`config.mk`:
```
export PLATFORM = sky130hd
export DESIGN_NAME = sprite_draw_engine_flat
export DESIGN_NICKNAME = d
export VERILOG_FILES = /design/src/rtl/draw_pkg.sv /design/src/rtl/sprite_draw_engine_if.sv /design/src/rtl/draw_delay_line.sv /design/src/rtl/sprite_draw_engine.sv /design/src/flat_wrapper.sv
export SDC_FILE = /design/constraint.sdc
export NUM_CORES = 1
export LEC_CHECK = 0
export CORE_MARGIN = 2
export CORE_UTILIZATION = 40
export DETAILED_ROUTE_END_ITERATION = 12
export DONT_BUFFER_PORTS = 1
export GPL_TIMING_DRIVEN = 0
export PLACE_DENSITY = 0.62
export SYNTH_ARGS = -nofsm -noshare
export SYNTH_HDL_FRONTEND = slang
export SYNTH_SLANG_ARGS = --single-unit
```
`constraint.sdc`:
```
create_clock -name clk -period 4.7 [get_ports clk]
set_input_delay 0.94 -clock clk [delete_from_list [all_inputs] [get_ports clk]]
set_output_delay 0.94 -clock clk [all_outputs]
set_load 0.03 [all_outputs]
```
`src/rtl/draw_pkg.sv`:
```
// Shared constants and types for the sprite draw engine.
// Optional build macro: TRANSPARENT_EN (colour-key transparency).
package draw_pkg;

  localparam int SCREEN_W    = 160;
  localparam int SCREEN_H    = 120;
  localparam int DEF_ADDR_W  = 15;
  localparam int SPRITE_SIZE = 40;

  localparam logic [2:0] BLACK       = 3'b000;
  localparam logic [2:0] KEY_MAGENTA = 3'b101;

  typedef enum logic [1:0] {
    IDLE,
    SCAN,
    FLUSH,
    FIN
  } drawState_t;

endpackage

```
`src/rtl/sprite_draw_engine_if.sv`:
```
// Command, ROM and VGA signals of the sprite draw engine.
// master = game controller side, slave = draw engine.
// Optional build macro: TRANSPARENT_EN adds colourKey.
interface sprite_draw_engine_if
  import draw_pkg::*;
#(
  parameter int ADDR_W = DEF_ADDR_W
);

  logic              start;
  logic              black;
  logic [7:0]        xOrigin;
  logic [6:0]        yOrigin;
  logic [7:0]        width;
  logic [6:0]        height;
  logic [2:0]        romData;
`ifdef TRANSPARENT_EN
  logic [2:0]        colourKey;
`endif
  logic [ADDR_W-1:0] romAddr;
  logic [7:0]        vgaX;
  logic [6:0]        vgaY;
  logic [2:0]        vgaColour;
  logic              plot;
  logic              busy;
  logic              done;

  modport master (
    output start, black, xOrigin, yOrigin, width, height, romData,
`ifdef TRANSPARENT_EN
    output colourKey,
`endif
    input  romAddr, vgaX, vgaY, vgaColour, plot, busy, done
  );

  modport slave (
    input  start, black, xOrigin, yOrigin, width, height, romData,
`ifdef TRANSPARENT_EN
    input  colourKey,
`endif
    output romAddr, vgaX, vgaY, vgaColour, plot, busy, done
  );

endinterface

```
`src/rtl/draw_delay_line.sv`:
```
// STAGES-deep shift register carrying a valid bit and a data word.
// Only the valid bits are reset; data simply follows.
module draw_delay_line #(
  parameter int STAGES = 1,
  parameter int DATA_W = 17
) (
  input  logic              clk,
  input  logic              resetn,
  input  logic              vldIn,
  input  logic [DATA_W-1:0] dataIn,
  output logic              vldOut,
  output logic [DATA_W-1:0] dataOut
);

  logic [STAGES-1:0] vldPipe;
  logic [DATA_W-1:0] dataPipe [STAGES];

  // Valid bits shift with synchronous clear.
  always_ff @(posedge clk) begin
    if (!resetn) begin
      vldPipe <= '0;
    end else begin
      vldPipe[0] <= vldIn;
      for (int i = 1; i < STAGES; i++) vldPipe[i] <= vldPipe[i-1];
    end
  end

  // Data words shift alongside their valid bits.
  always_ff @(posedge clk) begin
    dataPipe[0] <= dataIn;
    for (int i = 1; i < STAGES; i++) dataPipe[i] <= dataPipe[i-1];
  end

  assign vldOut  = vldPipe[STAGES-1];
  assign dataOut = dataPipe[STAGES-1];

endmodule

```
`src/rtl/sprite_draw_engine.sv`:
```
// Raster-scans a rectangle, issuing ROM addresses and aligned VGA pixels.
// Optional build macro: TRANSPARENT_EN suppresses pixels equal to colourKey.
module sprite_draw_engine
  import draw_pkg::*;
#(
  parameter int ADDR_W  = DEF_ADDR_W,
  parameter int ROM_LAT = 1
) (
  input  logic                 clk,
  input  logic                 resetn,
  sprite_draw_engine_if.slave  bus
);

  localparam logic [1:0] FLUSH_LAST = 2'(ROM_LAT);

  drawState_t        state, nextState;
  logic [7:0]        xOrgL, widthL, col;
  logic [6:0]        yOrgL, heightL, row;
  logic              blackL;
  logic [ADDR_W-1:0] addr;
  logic [1:0]        flushCnt;
  logic              lastPix, zeroSize, keyHit, pixOk;
  logic              vld_p0, vld_p1;
  logic [8:0]        xPix_p0, xPix_p1;
  logic [7:0]        yPix_p0, yPix_p1;
  logic [7:0]        vgaXR;
  logic [6:0]        vgaYR;
  logic [2:0]        colourR;
  logic              plotR, doneR;

  function automatic logic inScreen(input logic [8:0] x, input logic [7:0] y);
    return (x < 9'(SCREEN_W)) && (y < 8'(SCREEN_H));
  endfunction

  assign lastPix  = (col == widthL - 8'd1) && (row == heightL - 7'd1);
  assign zeroSize = (bus.width == 8'd0) || (bus.height == 7'd0);

  // State register.
  always_ff @(posedge clk) begin
    if (!resetn) state <= IDLE;
    else         state <= nextState;
  end

  // Next-state logic; start is only honoured in IDLE.
  always_comb begin
    nextState = state;
    unique case (state)
      IDLE:    if (bus.start) nextState = zeroSize ? FIN : SCAN;
      SCAN:    if (lastPix) nextState = FLUSH;
      FLUSH:   if (flushCnt == FLUSH_LAST) nextState = FIN;
      FIN:     nextState = IDLE;
      default: nextState = IDLE;
    endcase
  end

  // Latch geometry and the black flag when a draw is accepted.
  always_ff @(posedge clk) begin
    if (state == IDLE && bus.start) begin
      xOrgL   <= bus.xOrigin;
      yOrgL   <= bus.yOrigin;
      widthL  <= bus.width;
      heightL <= bus.height;
      blackL  <= bus.black;
    end
  end

  // Column/row walk with an incremental linear address; flush timer.
  always_ff @(posedge clk) begin
    if (!resetn) begin
      col      <= '0;
      row      <= '0;
      addr     <= '0;
      flushCnt <= '0;
    end else begin
      unique case (state)
        IDLE: if (bus.start) begin
          col  <= '0;
          row  <= '0;
          addr <= '0;
        end
        SCAN: begin
          flushCnt <= '0;
          if (!lastPix) addr <= addr + ADDR_W'(1);
          if (col == widthL - 8'd1) begin
            col <= '0;
            row <= row + 7'd1;
          end else begin
            col <= col + 8'd1;
          end
        end
        FLUSH:   flushCnt <= flushCnt + 2'd1;
        default: ;
      endcase
    end
  end

  // Stage p0: pixel coordinates of the address being issued, unclipped.
  assign vld_p0  = (state == SCAN);
  assign xPix_p0 = 9'(xOrgL) + 9'(col);
  assign yPix_p0 = 8'(yOrgL) + 8'(row);

  draw_delay_line #(
    .STAGES (ROM_LAT),
    .DATA_W (17)
  ) u_delay (
    .clk     (clk),
    .resetn  (resetn),
    .vldIn   (vld_p0),
    .dataIn  ({xPix_p0, yPix_p0}),
    .vldOut  (vld_p1),
    .dataOut ({xPix_p1, yPix_p1})
  );

  // Stage p1: coordinates now line up with romData.
`ifdef TRANSPARENT_EN
  assign keyHit = !blackL && (bus.romData == bus.colourKey);
`else
  assign keyHit = 1'b0;
`endif
  assign pixOk = vld_p1 && inScreen(xPix_p1, yPix_p1) && !keyHit;

  // Registered VGA outputs; coordinates and colour hold when not plotting.
  always_ff @(posedge clk) begin
    if (!resetn) begin
      plotR   <= 1'b0;
      doneR   <= 1'b0;
      vgaXR   <= '0;
      vgaYR   <= '0;
      colourR <= '0;
    end else begin
      plotR <= pixOk;
      doneR <= (state == FIN);
      if (pixOk) begin
        vgaXR   <= xPix_p1[7:0];
        vgaYR   <= yPix_p1[6:0];
        colourR <= blackL ? BLACK : bus.romData;
      end
    end
  end

  assign bus.romAddr   = addr;
  assign bus.vgaX      = vgaXR;
  assign bus.vgaY      = vgaYR;
  assign bus.vgaColour = colourR;
  assign bus.plot      = plotR;
  assign bus.done      = doneR;
  assign bus.busy      = (state != IDLE);

endmodule

```
`src/flat_wrapper.sv`:
```
// flat-port wrapper written by rule: the top's interface ports become plain ports
module sprite_draw_engine_flat import draw_pkg::*;
#(
  parameter int ADDR_W  = DEF_ADDR_W,
  parameter int ROM_LAT = 1
)
  (clk, resetn, bus_start, bus_black, bus_xOrigin, bus_yOrigin, bus_width, bus_height, bus_romData, bus_romAddr, bus_vgaX, bus_vgaY, bus_vgaColour, bus_plot, bus_busy, bus_done);
  sprite_draw_engine_if #(.ADDR_W(ADDR_W)) bus_i ();
  input  logic clk;
  input  logic resetn;
  input wire logic [$bits(bus_i.start)-1:0] bus_start;
  input wire logic [$bits(bus_i.black)-1:0] bus_black;
  input wire logic [$bits(bus_i.xOrigin)-1:0] bus_xOrigin;
  input wire logic [$bits(bus_i.yOrigin)-1:0] bus_yOrigin;
  input wire logic [$bits(bus_i.width)-1:0] bus_width;
  input wire logic [$bits(bus_i.height)-1:0] bus_height;
  input wire logic [$bits(bus_i.romData)-1:0] bus_romData;
  output wire logic [$bits(bus_i.romAddr)-1:0] bus_romAddr;
  output wire logic [$bits(bus_i.vgaX)-1:0] bus_vgaX;
  output wire logic [$bits(bus_i.vgaY)-1:0] bus_vgaY;
  output wire logic [$bits(bus_i.vgaColour)-1:0] bus_vgaColour;
  output wire logic [$bits(bus_i.plot)-1:0] bus_plot;
  output wire logic [$bits(bus_i.busy)-1:0] bus_busy;
  output wire logic [$bits(bus_i.done)-1:0] bus_done;
  assign bus_i.start = bus_start;
  assign bus_i.black = bus_black;
  assign bus_i.xOrigin = bus_xOrigin;
  assign bus_i.yOrigin = bus_yOrigin;
  assign bus_i.width = bus_width;
  assign bus_i.height = bus_height;
  assign bus_i.romData = bus_romData;
  assign bus_romAddr = bus_i.romAddr;
  assign bus_vgaX = bus_i.vgaX;
  assign bus_vgaY = bus_i.vgaY;
  assign bus_vgaColour = bus_i.vgaColour;
  assign bus_plot = bus_i.plot;
  assign bus_busy = bus_i.busy;
  assign bus_done = bus_i.done;
  sprite_draw_engine #(.ADDR_W(ADDR_W), .ROM_LAT(ROM_LAT)) u_core (.clk(clk), .resetn(resetn), .bus(bus_i));
endmodule
```
==> impl_metrics.toml, run 1 <==
[run_status]
status = "completed"

[clocking]
cts.sinks = 103
cts_buffers = 9
clk_pin_slew_ns = 0.07
htreeDepth = 3
cts_setup_buffers = 0
clk_latency_ns = 0.35
cts_root_buffer = "clkbuf_16"
hold_buffers = 0
clock_path_buffers = 2
cts_tree = "yes"
cts_resized = 0

[final_layout]
synthToLayoutAreaGrowth_pct = 9.943
fin_cells = 627
final_layout_size_suffix_gt1_share_pct = 8.958
nets = 540
fill_cells = 1147
n_antenna_cell = 0

[power_and_ir_drop]
powerDensity_mw_per_mm2 = 464.9
leakagePower_uw = 0.002027
ir_drop_uv = 250.2

[floorplanning]
start_util_pct = 40.67
core_mm2 = 0.01191
die_w_um = 114.1
std_cell_rows = 40
die_area_mm2 = 0.01301
die_y_um = 114.1
io_pins = 73

[global_routing]
gr-total-overflow = 0
grtUsageTotal_pct = 16.04
grt_pass1_wl_um = 16190
grt_pass1_vias = 3296
antenna_found_initial = 0
grt_max_degree = 33

[placement]
portBuffers = 0
place_hpwl_um = 7390
placedCellCount = 611
routabilityCongestion = 0.8380

[drt]
drt.antenna.violating_nets = 0
dr.pass1.iters = 4
drt_wl_total_um = 9757
num_vias = 3270
vias_per_cell = 5.215
drtIter0Drc = 186
wl_per_cell_um = 15.56
drc = 0

[critical_path]
worstPathMaxFanout = 32
startpoint_type = "flip-flop"
reg2reg_depth = 7
cpPeakStageDelay_ns = 0.70
worstPathRequired_ns = 4.92
r2r-end = "u_core.bus.romAddr[9]"
timing.rr.start = "u_core.state[1]"
setup.reg_to_reg.worst_slack_ns = 1.76
crit_chain = "inv_1, ha_1, and2_2, a21oi_1, o21ai_0, clkbuf_1, nor2_1"
worst_ep_arrival_time_ns = 3.16
cp_slowest_cell = "and2_2"
criticalPathCategory = "reg -> reg"
end_kind = "flip-flop"

[hold_path]
hold_path.class = "reg -> reg"
hold_end = "u_core.bus.vgaX[2]"
min_path_cells = 2
worstHoldStart = "u_core.u_delay.dataPipe[0][10]"

[synth]
yosys.area.top_type = "dfxtp_1"
synth_flop_cell = "dfxtp_1"
synth.yosys.seq_area_share_pct = 48.97
syn_inst = 464
syn-num-nets = 529
ys.warnings.count = 0
synth_area_mm2 = 0.004845
ys_async_sr_fraction_pct = 0
synth_edf_count = 31
yosys-top-cells-area = "dfxtp_1, edfxtp_1, ha_1, xnor2_1, nand2_1"
synth_top_area_share_pct = 29.75
ys_ff_latch = 103
syn-mean-instance-area_um2 = 10.44
yosysUniqueCellTypes = 62
yosysMostFrequentCell = "dfxtp_1"
synth_common_cells = "dfxtp_1, nand2_1, edfxtp_1"

[timing]
hold_viol = 0
slew_headroom_pct = 41.96
tightest_slew_ns = 0.8592
max_freq_mhz = 340.3
timing.final.crit_share_pct = 62.52
drv_slew = 0
setup_viol = 0
rsz0062_at_grt = "no"
period_needed_ns = 2.938
fin_setup_tns_ns = 0
clock_skew_ns = 0.005444

[flow_run]
drv_cap = 0
==> sequential cells by signal (all words and copies together), names as in the netlist, 3 cells and up <==
name and count:
u_core.u_delay.dataPipe 17, u_core.bus.romAddr 15, u_core.bus.vgaX 8, u_core.col 8
u_core.widthL 8, u_core.xOrgL 8, u_core.bus.vgaY 7, u_core.heightL 7
u_core.row 7, u_core.yOrgL 7, u_core.bus.vgaColour 3
==> metal layers <==
layer | vias up | wire length, um | track usage (%)
met5 | - | 0 | 0
met4 | 0 | 165 | 5.772
met3 | 15 | 614 | 5.506
met2 | 81 | 4604 | 26.03
met1 | 1523 | 4373 | 19.91
li1 | 1651 | - | -
==> worst max-delay path by stage <==
stage	startpoint	slack [ns]	end	depth (start not counted)
floorplan	bus_start	1.79	u_core.bus.romAddr[13]	6
global placement	bus_start	0.99	u_core.bus.romAddr[2]	5
detailed placement	bus_start	1.48	u_core.row[3]	5
CTS	u_core.state[0]	1.70	u_core.bus.romAddr[9]	7
global route	u_core.state[0]	1.50	u_core.bus.romAddr[9]	7
finish	u_core.state[1]	1.76	u_core.bus.romAddr[9]	7
==> critical path: cells and delay by family, from the launching register on <==
family	cells	cell delay, ns
compound gates	2	0.85
simple gates	2	0.81
buf+inv	2	0.57
flops	1	0.35
fa+ha+maj	1	0.22
==> cells by family (layout without fill, tap and decap cells) <==
| group | count (synthesis) | in the layout | synth area share [%] |
|---|---|---|---|
| buf+inv | 36 | 52 | 3.383 |
| mux | 8 | 8 | 1.705 |
| simple gates | 165 | 165 | 18.13 |
| fa+ha+maj | 28 | 28 | 7.541 |
| xor+xnor | 46 | 46 | 8.316 |
| compound gates | 78 | 78 | 11.96 |
| flops | 103 | 103 | 48.97 |
==> placed cells by master (no fill, tap or decap), types with 5 or more instances in the layout <==
master | Yosys | routed
a21boi_0 | 17 | 17
ha_1 | 26 | 26
mux2i_1 | 6 | 6
a21oi_1 | 17 | 17
dfxtp_1 | 72 | 72
nand4_1 | 9 | 9
nand3b_1 | 5 | 5
edfxtp_1 | 31 | 31
nor3_1 | 6 | 6
nand2b_1 | 10 | 10
nand2_1 | 49 | 49
xnor2_1 | 28 | 28
nor2_1 | 30 | 30
inv_1 | 25 | 25
o21ai_0 | 10 | 10
clkbuf_16 | 0 | 9
and2_1 | 6 | 5
clkbuf_1 | 6 | 6
nor2b_1 | 6 | 6
xor2_1 | 18 | 18
nand3_1 | 16 | 16
==> power by group <==
part	internal, uW	switching (uW)	leakage [uW]
Sequential	1070	134	0.000883
Clock	387	352	0.000147
Combinational	199	332	0.000996
Total	1660	818	0.00203
==> through the flow <==
step | total power (uW) | util, % | hold slack, ns | setup slack [ns] | area [um^2]
after CTS | 2506 | 44.72 | 0.4500 | 1.705 | 5326
after global placement | 1738 | 42.22 | 0.4362 | 0.9864 | 5029
after global routing | 2613 | 44.72 | 0.4705 | 1.499 | 5326
after detailed placement | 1755 | 42.23 | 0.4415 | 1.484 | 5030
final | 2476 | 44.72 | 0.4495 | 1.762 | 5326
after floorplan | 1619 | - | 0.4264 | 1.795 | 4845
==> area by class of cell <==
class                           count  area, um^2  area share [%]
Buffer                             11       70.07           1.315
Clock buffer                       10       239.0           4.487
Clock inverter                      6       57.56           1.081
Inverter                           25       93.84           1.762
Multi-Input combinational cell    325        2310           43.36
Sequential cell                   103        2372           44.54
Tap cell                          147       183.9           3.453
(Power assumes the default switching activity.)
==> run 2: changes to the inputs <==
PLACE_DENSITY = 0.64   (was 0.62)
clock period = 2.5 ns   (was 4.7 ns; I/O delays follow)
==> run 2 against run 1 <==
Final cell count grew 1.9%. Wire length grew 3.8%. Worst hold slack lost 0.21 ns. Clock skew grew 0.0050 ns. Sequential share of layout area shrank 1.7 points. Via count grew 2.8%. Register-to-register slack lost 1.7 ns. Clock power grew 96%. Critical endpoint is now u_core.bus.romAddr[4]. Critical path depth grew 1. Largest cell class is now multi-input gates. Fmax grew 21%.
==> impl_metrics.toml, run 2 (synthesis gave the netlist of run 1 again) <==
[power_and_ir_drop]
power_frac_seq_pct = 47.0
leakagePower_uw = 0.002112
swShare_pct = 32.10
ir_drop_uv = 387.6
p_int_uw = 3280
switching_power_uw = 1550
powerDensity_mw_per_mm2 = 871.3
clkPwrFrac_pct = 30.0
combPwrFrac_pct = 23.0

[drt]
vias_per_cell = 5.263
drtIter0Drc = 187
drt.antenna.violating_nets = 0
drt_wl_total_um = 10130
num_vias = 3363
dr.pass1.iters = 4
wl_per_cell_um = 15.85
drc = 0

[clocking]
cts_root_buffer = "clkbuf_16"
clock_path_buffers = 2
cts_tree = "yes"
hold_buffers = 0
htreeDepth = 3
cts_buffers = 9
clk_latency_ns = 0.35
cts.sinks = 103
clk_pin_slew_ns = 0.07

[global_routing]
gr-total-overflow = 0
grt_pass1_wl_um = 16190
antenna_found_initial = 1
grt_max_degree = 33
grtUsageTotal_pct = 15.87
grt_pass1_vias = 3381

[final_layout]
mostFrequentLayoutCell = "dfxtp_1"
synthToLayoutAreaGrowth_pct = 14.44
fin_cells = 639
final_layout_size_suffix_gt1_share_pct = 13.44
nets = 551
largest_reg_flops = 17
layout_common_cells = "dfxtp_1, nand2_1, edfxtp_1, nor2_1, xnor2_1"
regMostFlops = "u_core.u_delay.dataPipe"

[hold_path]
hold_path.class = "in -> reg"
hold_end = "u_core.yOrgL[1]"
min_path_cells = 0
worstHoldStart = "bus_yOrigin[1]"

[critical_path]
startpoint_type = "flip-flop"
end_kind = "flip-flop"
crit_chain = "or3_4, xnor2_1, or4_4, a2111oi_4, buf_4, and2_2, nor3_1, o21a_1"
worstPathMaxFanout = 3
worstPathRequired_ns = 2.74
cpPeakStageDelay_ns = 0.54
setup.reg_to_reg.worst_slack_ns = 0.07
criticalPathCategory = "reg -> reg"
timing.rr.start = "u_core.heightL[0]"
r2r-end = "u_core.bus.romAddr[4]"
reg2reg_depth = 8
worst_ep_arrival_time_ns = 2.67
cp_slowest_cell = "or4_4"

[placement]
routabilityCongestion = 0.8309
portBuffers = 0
placedCellCount = 611
place_hpwl_um = 7522

[floorplanning]
io_pins = 73
std_cell_rows = 40
start_util_pct = 40.67
core_mm2 = 0.01191
die_y_um = 114.1
die_w_um = 114.1
die_area_mm2 = 0.01301

[timing]
max_freq_mhz = 410.8
rsz0062_at_grt = "yes"
hold_ws_ns = 0.2430
timing.final.crit_share_pct = 97.38
drv_slew = 0
hold_viol = 0
slew_headroom_pct = 55.73
setup_viol = 0
clock_skew_ns = 0.01046
period_needed_ns = 2.434
tightest_slew_ns = 0.6627

[run_status]
status = "completed"

[flow_run]
drv_cap = 0
-- run 2: how the worst max path moves through the flow --
stage,slack (ns),startpoint,depth (start not counted),to
4_1_cts,-0.01,u_core.widthL[0],8,u_core.bus.romAddr[11]
3_5_place_dp,-0.54,u_core.state[0],7,u_core.bus.romAddr[13]
2_1_floorplan,0.003,u_core.widthL[0],9,u_core.row[6]
3_3_place_gp,-0.42,u_core.state[0],7,u_core.row[4]
5_1_grt,-0.06,u_core.widthL[0],10,u_core.state[1]
6_report,0.07,u_core.heightL[0],8,u_core.bus.romAddr[4]
-- run 2: per-stage QoR --
step	util, %	setup slack (ns)	setup TNS [ns]	instance area [um^2]	power, uW
after floorplan	-	0.002613	0	4846	3042
after global placement	42.23	-0.4160	-5.517	5030	3255
after detailed placement	42.23	-0.5389	-7.225	5030	3299
after CTS	45.59	-0.01316	-0.02417	5430	4801
after global routing	46.52	-0.05914	-0.3530	5542	5073
final	46.54	0.06555	0	5544	4830
-- run 2: final cells by class --
| cell class | count | area [um^2] |
|---|---|---|
| fillers | 1079 | 6367 |
| multi-input cells | 326 | 2432 |
| flip-flops and latches | 103 | 2372 |
| clock buffers | 11 | 242.7 |
| well taps | 147 | 183.9 |
| inverters | 25 | 93.84 |
| repair buffers | 10 | 78.83 |
| plain buffers | 11 | 73.82 |
| clock inverters | 5 | 63.81 |
| diodes | 1 | 2.502 |
-- run 2: repair_timing --
action	in CTS	in global routing
gates cloned	0	1
pin swaps	9	6
buffers inserted	7	3
resized for setup	10	14
endpoints found under the setup margin	22	37
-- run 2: layer usage --
layer / GRT usage, % / share of wire (%) / vias to the layer above
li1: - / - / 1677
met5: 0 / 0 / -
met4: 4.390 / 1.4 / 0
met1: 19.09 / 45 / 1605
met2: 26.98 / 48 / 72
met3: 5.611 / 5.6 / 9
-- run 2: power groups by stage --
stage               logic, uW  registers [uW]  clock network [uW]
finish                   1110            2270                1450
global route             1230            2300                1540
CTS                      1060            2270                1480
detailed placement        991            2310                   0
global placement          959            2300                   0
floorplan                 795            2250                   0
-- run 2: critical path: cells and delay by family (launching register included) --
family          cells  cell delay, ns
buf+inv             1            0.18
simple gates        4            1.16
flops               1            0.43
compound gates      2            0.44
xor+xnor            1            0.13
==> run 3: changes to the inputs <==
SLEW_MARGIN = 10   (was unset)
==> results of run 3 <==
The final DEF is identical to that of run 2; final timing and power are the same.
